[config.mk]
export PLATFORM = sky130hd
export DESIGN_NAME = pipelined_cla_adder
export DESIGN_NICKNAME = d
export VERILOG_FILES = /design/src/rtl/alu_pkg.sv /design/src/rtl/cla_group.sv /design/src/rtl/pipelined_cla_adder.sv
export SDC_FILE = /design/constraint.sdc
export NUM_CORES = 1
export LEC_CHECK = 0
export ABC_AREA = 1
export CAP_MARGIN = 10
export CELL_PAD_IN_SITES_DETAIL_PLACEMENT = 0
export CELL_PAD_IN_SITES_GLOBAL_PLACEMENT = 1
export CORE_UTILIZATION = 40
export CTS_BUF_LIST = sky130_fd_sc_hd__clkbuf_4
export CTS_CLUSTER_DIAMETER = 200
export DETAILED_ROUTE_END_ITERATION = 10
export PLACE_DENSITY = 0.87
export SYNTH_ARGS = -nofsm -noshare
export SYNTH_HDL_FRONTEND = slang
export SYNTH_HIERARCHICAL = 1
export SYNTH_SLANG_ARGS = --single-unit
[constraint.sdc]
create_clock -name clock -period 8.9 [get_ports clock]
set_clock_uncertainty 0.15 [all_clocks]
set_input_delay 0.89 -clock clock [delete_from_list [all_inputs] [get_ports clock]]
set_output_delay 0.89 -clock clock [all_outputs]
set_load 0.05 [all_outputs]
[src/rtl/alu_pkg.sv]
// ---------------------------------------------------------------------------
// alu_pkg : shared ALU mode encoding and operand geometry legality check
// Rev 1.0
// ---------------------------------------------------------------------------
`default_nettype none

`ifndef ALU_PKG_MACROS
`define ALU_PKG_MACROS
// Module-item level: stops elaboration on an illegal WIDTH/BLOCK pairing.
`define ALU_LEGALITY_CHECK(W, B) if ((((W) % (B)) != 0) || ((B) < 2)) begin : g_bad_geometry $error("alu: WIDTH must be a multiple of BLOCK and BLOCK must be >= 2"); end
`endif

package alu_pkg;

  typedef enum logic {
    MODE_ADD = 1'b0,
    MODE_SUB = 1'b1
  } mode_e;

endpackage

`default_nettype wire

[src/rtl/cla_group.sv]
// ---------------------------------------------------------------------------
// cla_group : combinational BLOCK-bit carry-lookahead group
// Rev 1.0
// ---------------------------------------------------------------------------
`default_nettype none

module cla_group #(
  parameter int BLOCK = 8
) (
  input  logic [BLOCK-1:0] a,
  input  logic [BLOCK-1:0] b,
  input  logic             ci,
  output logic [BLOCK-1:0] s,
  output logic             p,
  output logic             g,
  output logic             c_msb
);

  logic [BLOCK-1:0] w_prop;
  logic [BLOCK-1:0] w_gen;
  logic [BLOCK-1:0] w_carry;
  logic             w_grp_g;
  logic             w_acc;
  logic             w_term;

  assign w_prop = a ^ b;
  assign w_gen  = a & b;

  // Each carry is a flat sum of products over ci and the lower generates.
  always_comb begin
    w_carry = '0;
    w_grp_g = 1'b0;
    w_acc   = 1'b0;
    w_term  = 1'b0;
    for (int i = 0; i < BLOCK; i++) begin
      w_term = ci;
      for (int j = 0; j < i; j++) w_term = w_term & w_prop[j];
      w_acc = w_term;
      for (int j = 0; j < i; j++) begin
        w_term = w_gen[j];
        for (int k = j + 1; k < i; k++) w_term = w_term & w_prop[k];
        w_acc = w_acc | w_term;
      end
      w_carry[i] = w_acc;
    end
    for (int j = 0; j < BLOCK; j++) begin
      w_term = w_gen[j];
      for (int k = j + 1; k < BLOCK; k++) w_term = w_term & w_prop[k];
      w_grp_g = w_grp_g | w_term;
    end
  end

  assign s     = w_prop ^ w_carry;
  assign p     = &w_prop;
  assign g     = w_grp_g;
  assign c_msb = w_carry[BLOCK-1];

endmodule

`default_nettype wire

[src/rtl/pipelined_cla_adder.sv]
// ---------------------------------------------------------------------------
// pipelined_cla_adder : one lookahead group per stage, valid/ready with backpressure
// Rev 1.0
// ---------------------------------------------------------------------------
`default_nettype none

module pipelined_cla_adder
  import alu_pkg::*;
#(
  parameter int WIDTH = 32,
  parameter int BLOCK = 8
) (
  input  logic             clock,
  input  logic             reset,
  input  logic             in_valid,
  output logic             in_ready,
  input  logic [WIDTH-1:0] x,
  input  logic [WIDTH-1:0] y,
  input  logic             cin,
  input  logic             sub,
  output logic             out_valid,
  input  logic             out_ready,
  output logic [WIDTH-1:0] sum,
  output logic             cout,
  output logic             ovf,
  output logic             zero
);

  localparam int STAGES = WIDTH / BLOCK;

  `ALU_LEGALITY_CHECK(WIDTH, BLOCK)

  logic             w_advance;
  logic             w_is_sub;
  logic [STAGES-1:0] r_valid;

  // Operands shift right by BLOCK per stage so each stage's group sits at bit 0.
  logic [WIDTH-1:0] r_a [STAGES];
  logic [WIDTH-1:0] r_b [STAGES];
  logic [WIDTH-1:0] r_sum [STAGES];
  logic             r_c [STAGES];

  logic [WIDTH-1:0] w_a_in [STAGES];
  logic [WIDTH-1:0] w_b_in [STAGES];
  logic [WIDTH-1:0] w_sum_in [STAGES];
  logic [WIDTH-1:0] w_sum_next [STAGES];
  logic [BLOCK-1:0] w_s [STAGES];
  logic             w_ci [STAGES];
  logic             w_p [STAGES];
  logic             w_g [STAGES];
  logic             w_cmsb [STAGES];
  logic             w_co [STAGES];

  assign w_is_sub  = (mode_e'(sub) == MODE_SUB);
  assign w_advance = !out_valid || out_ready;
  assign in_ready  = w_advance;
  assign out_valid = r_valid[STAGES-1];
  assign sum       = r_sum[STAGES-1];

  for (genvar k = 0; k < STAGES; k++) begin : g_stage
    if (k == 0) begin : g_head
      assign w_a_in[k]   = x;
      assign w_b_in[k]   = w_is_sub ? ~y : y;
      assign w_ci[k]     = cin ^ w_is_sub;
      assign w_sum_in[k] = '0;
    end else begin : g_tail
      assign w_a_in[k]   = r_a[k-1];
      assign w_b_in[k]   = r_b[k-1];
      assign w_ci[k]     = r_c[k-1];
      assign w_sum_in[k] = r_sum[k-1];
    end

    cla_group #(
      .BLOCK (BLOCK)
    ) u_group (
      .a     (w_a_in[k][BLOCK-1:0]),
      .b     (w_b_in[k][BLOCK-1:0]),
      .ci    (w_ci[k]),
      .s     (w_s[k]),
      .p     (w_p[k]),
      .g     (w_g[k]),
      .c_msb (w_cmsb[k])
    );

    assign w_co[k] = w_g[k] | (w_p[k] & w_ci[k]);
    // New group enters at the top; after the last stage groups are in order.
    assign w_sum_next[k] = WIDTH'({w_s[k], w_sum_in[k]} >> BLOCK);
  end

  always_ff @(posedge clock or posedge reset) begin
    if (reset) begin
      r_valid <= '0;
      cout    <= 1'b0;
      ovf     <= 1'b0;
      zero    <= 1'b0;
      for (int k = 0; k < STAGES; k++) begin
        r_a[k]   <= '0;
        r_b[k]   <= '0;
        r_sum[k] <= '0;
        r_c[k]   <= 1'b0;
      end
    end else if (w_advance) begin
      r_valid[0] <= in_valid;
      for (int k = 1; k < STAGES; k++) r_valid[k] <= r_valid[k-1];
      for (int k = 0; k < STAGES; k++) begin
        r_a[k]   <= w_a_in[k] >> BLOCK;
        r_b[k]   <= w_b_in[k] >> BLOCK;
        r_sum[k] <= w_sum_next[k];
        r_c[k]   <= w_co[k];
      end
      cout <= w_co[STAGES-1];
      ovf  <= w_co[STAGES-1] ^ w_cmsb[STAGES-1];
      zero <= ~|w_sum_next[STAGES-1];
    end
  end

endmodule

`default_nettype wire

==> flow_summary.yaml <==
timing:
  slew_headroom: 0.329
  fin_crit_ns: 3.88
  setup_violations: 0
  finalCritPeriodShare: 0.436
  grt_setup_unrepaired: "no"
  finalHoldViolations: 0
  worst_pin_slew_ns: 1.01
  drv_slew: 0
  max_freq_mhz: 258
  tns_ns: 0
final_layout:
  utilization: 0.457
  fin_nets: 1261
  syn2layout_area_growth_pct: 12.6
  drive_gt1_frac: 0.0704
drt:
  ant_nets: 0
  routed_wirelength_mm: 18.0
  vias_per_cell: 4.55
  wire_per_inst_um: 12.1
  vias: 6745
  drc: 0
  drt_iter0_drc: 316
  dr.pass1.iters: 4
floorplanning:
  dieArea_mm2: 0.0244
  core_area_mm2: 0.0234
  die_h_um: 156
  start_util: 0.406
  row_count: 56
  top_level_ports: 107
  die_w_um: 156
synth:
  netlist_instances: 1104
  ys_ff_latch: 186
  synth_flop_cell: "dfrtp_1"
  synth_edf_count: 0
  synth_area_per_cell_um2: 8.60
  synthesis.nets: 1214
  synthArstFlopShare: 1.00
  ys_warn_count: 6
  synthesis.area_mm2: 0.00950
  netlist-cell-type-count: 37
  ys_seq_area_frac: 0.490
power:
  leakagePower_nw: 5.21
  p_per_area_mw_per_mm2: 347
  ir_drop_v: 0.000134
  power_mw: 3.71
cts:
  cts_buffers: 17
  clk_pin_slew_worst_paths_ns: 0.15
  post_cts_buffers: 0
  clock_latency_ns: 0.57
  cts_tree: "yes"
  cts_root_buf: "clkbuf_4"
  cts.sinks: 186
  cts_buffer_depth: 2
  postCtsHoldBufs: 0
  cts.repair.resized: 0
  cts_max_level: 4
placement:
  dpl.hpwl_mm: 12.2
  routabilityCongestion: 0.828
  portBuffers: 106
worst_setup_path:
  worstPathArrival_ns: 2.84
  worstSetupStartpointType: "input pin"
  r2r_cells: 5
  worstPathRequired_ns: 7.86
  worstPathCellList: "clkdlybuf4s50_1 > inv_2 > nand2_4 > clkdlybuf4s50_1"
  cp-end-kind: "primary output"
  r2r-start: "r_valid[3]"
  cp_top_family: "buffers and inverters"
  r2r_setup_slack_ns: 5.98
  crit_buf_inv: 3
  crit_path_max_incr_delay_ns: 0.93
  cp_slowest_cell: "clkdlybuf4s50_1"
  crit_fanout: 70
  reg2reg_to: "sum[15]"
  crit_type: "in -> out"
  cp_common_cell: "clkdlybuf4s50_1"
grt:
  grt_max_degree: 112
  grt_first_pass_wirelength_mm: 31.0
  grt-ovfl-total: 0
  antenna_found_initial: 2
  grt_usage: 0.160
  grt_pass1_vias: 6528
job:
  max_cap_viol_count: 0
outcome:
  status: "finished, final reports clean"
worst_hold_path:
  worst_hold_path.num_cells: 2
  hold_start: "r_a[104]"
  min_to: "r_a[64]"
  hold_class: "reg -> reg"
==> layout make-up <==
cell class | instances | area (µm²)
Fill cell | 2359 | 12700
Sequential cell | 186 | 4650
Multi-Input combinational cell | 720 | 3840
Timing Repair Buffer | 110 | 1090
Inverter | 116 | 445
Tap cell | 319 | 399
Clock inverter | 15 | 148
Clock buffer | 17 | 128
Antenna cell | 1 | 2.50
==> how the worst max path moves through the flow <==
stage / end / slack, ns / cells past startpoint / startpoint
3_5_place_dp: sum[13] / 4.98 / 6 / out_ready
6_report: in_ready / 5.02 / 4 / out_ready
3_3_place_gp: in_ready / 5.00 / 4 / out_ready
2_1_floorplan: cout / 2.80 / 1 / reset
4_1_cts: in_ready / 4.99 / 4 / out_ready
5_1_grt: in_ready / 4.92 / 4 / out_ready
==> kinds of logic (layout without fill, tap and decap cells) <==
group                    Yosys count  in the layout  synth area share
AO/OA/AOI/OAI                    152            152            0.0860
XOR/XNOR                          53             53            0.0489
adder cells (fa/ha/maj)           40             40            0.0558
buffers and inverters            198            258             0.107
flip-flops                       186            186             0.490
other                              0              1                 0
AND/OR/NAND/NOR                  475            475             0.213
==> cells in the final DEF, fill, tap and decap left out, types with 25 or more instances in the layout <==
master / count
inv_1: 107
dfrtp_1: 186
o21ai_0: 68
nand2_1: 349
nor2_1: 41
xnor2_1: 28
clkdlybuf4s50_1: 105
ha_1: 36
xor2_1: 25
o21ai_1: 59
==> routing by layer <==
metal  GRT usage  share of wire
met1       0.216           0.49
met2       0.254           0.46
met3      0.0342          0.036
met4      0.0518          0.015
met5           0        0.00072
==> synth_stat cells, types with 20 or more instances <==
cell type | instances | area [µm²]
buf_2 | 20 | 100
buf_4 | 51 | 383
o21ai_0 | 68 | 340
nand4_1 | 22 | 138
xnor2_1 | 28 | 245
nand2_1 | 349 | 1310
nand3_1 | 20 | 100
ha_1 | 36 | 450
xor2_1 | 25 | 219
o21ai_1 | 59 | 295
nand2_2 | 21 | 131
dfrtp_1 | 186 | 4650
nor2_1 | 41 | 154
inv_1 | 108 | 405
==> worst reg2reg max path, cell delays in order (launching register included) <==
cell	delay (ns)
dfrtp_1	0.44
nand2_4	0.38
inv_6	0.70
buf_4	0.91
nand2_1	0.16
o21ai_0	0.12
==> sequential cells by signal, summed over array words and instances, names as in the netlist <==
register / flops
r_a: 48
cout: 1
sum: 32
ovf: 1
zero: 1
r_sum: 48
r_b: 48
r_valid: 4
r_c: 3
==> power breakdown <==
| group | switching, mW | total (mW) | internal [mW] |
|---|---|---|---|
| logic | 1.20 | 1.86 | 0.655 |
| clock network | 0.291 | 0.458 | 0.167 |
| registers | 0.188 | 1.40 | 1.21 |
==> metrics by stage <==
stage	cell area [µm²]	setup WS, ns	instances	hold slack [ns]
6_report	10700	5.02	1484	0.322
5_1_grt	10700	4.92	1484	0.366
4_1_cts	10700	4.99	1483	0.329
3_5_place_dp	10400	4.98	1451	0.302
3_3_place_gp	10400	5.00	1451	0.281
2_1_floorplan	9500	2.80	1104	0.273
No activity file was read; power rests on OpenSTA's default activity.
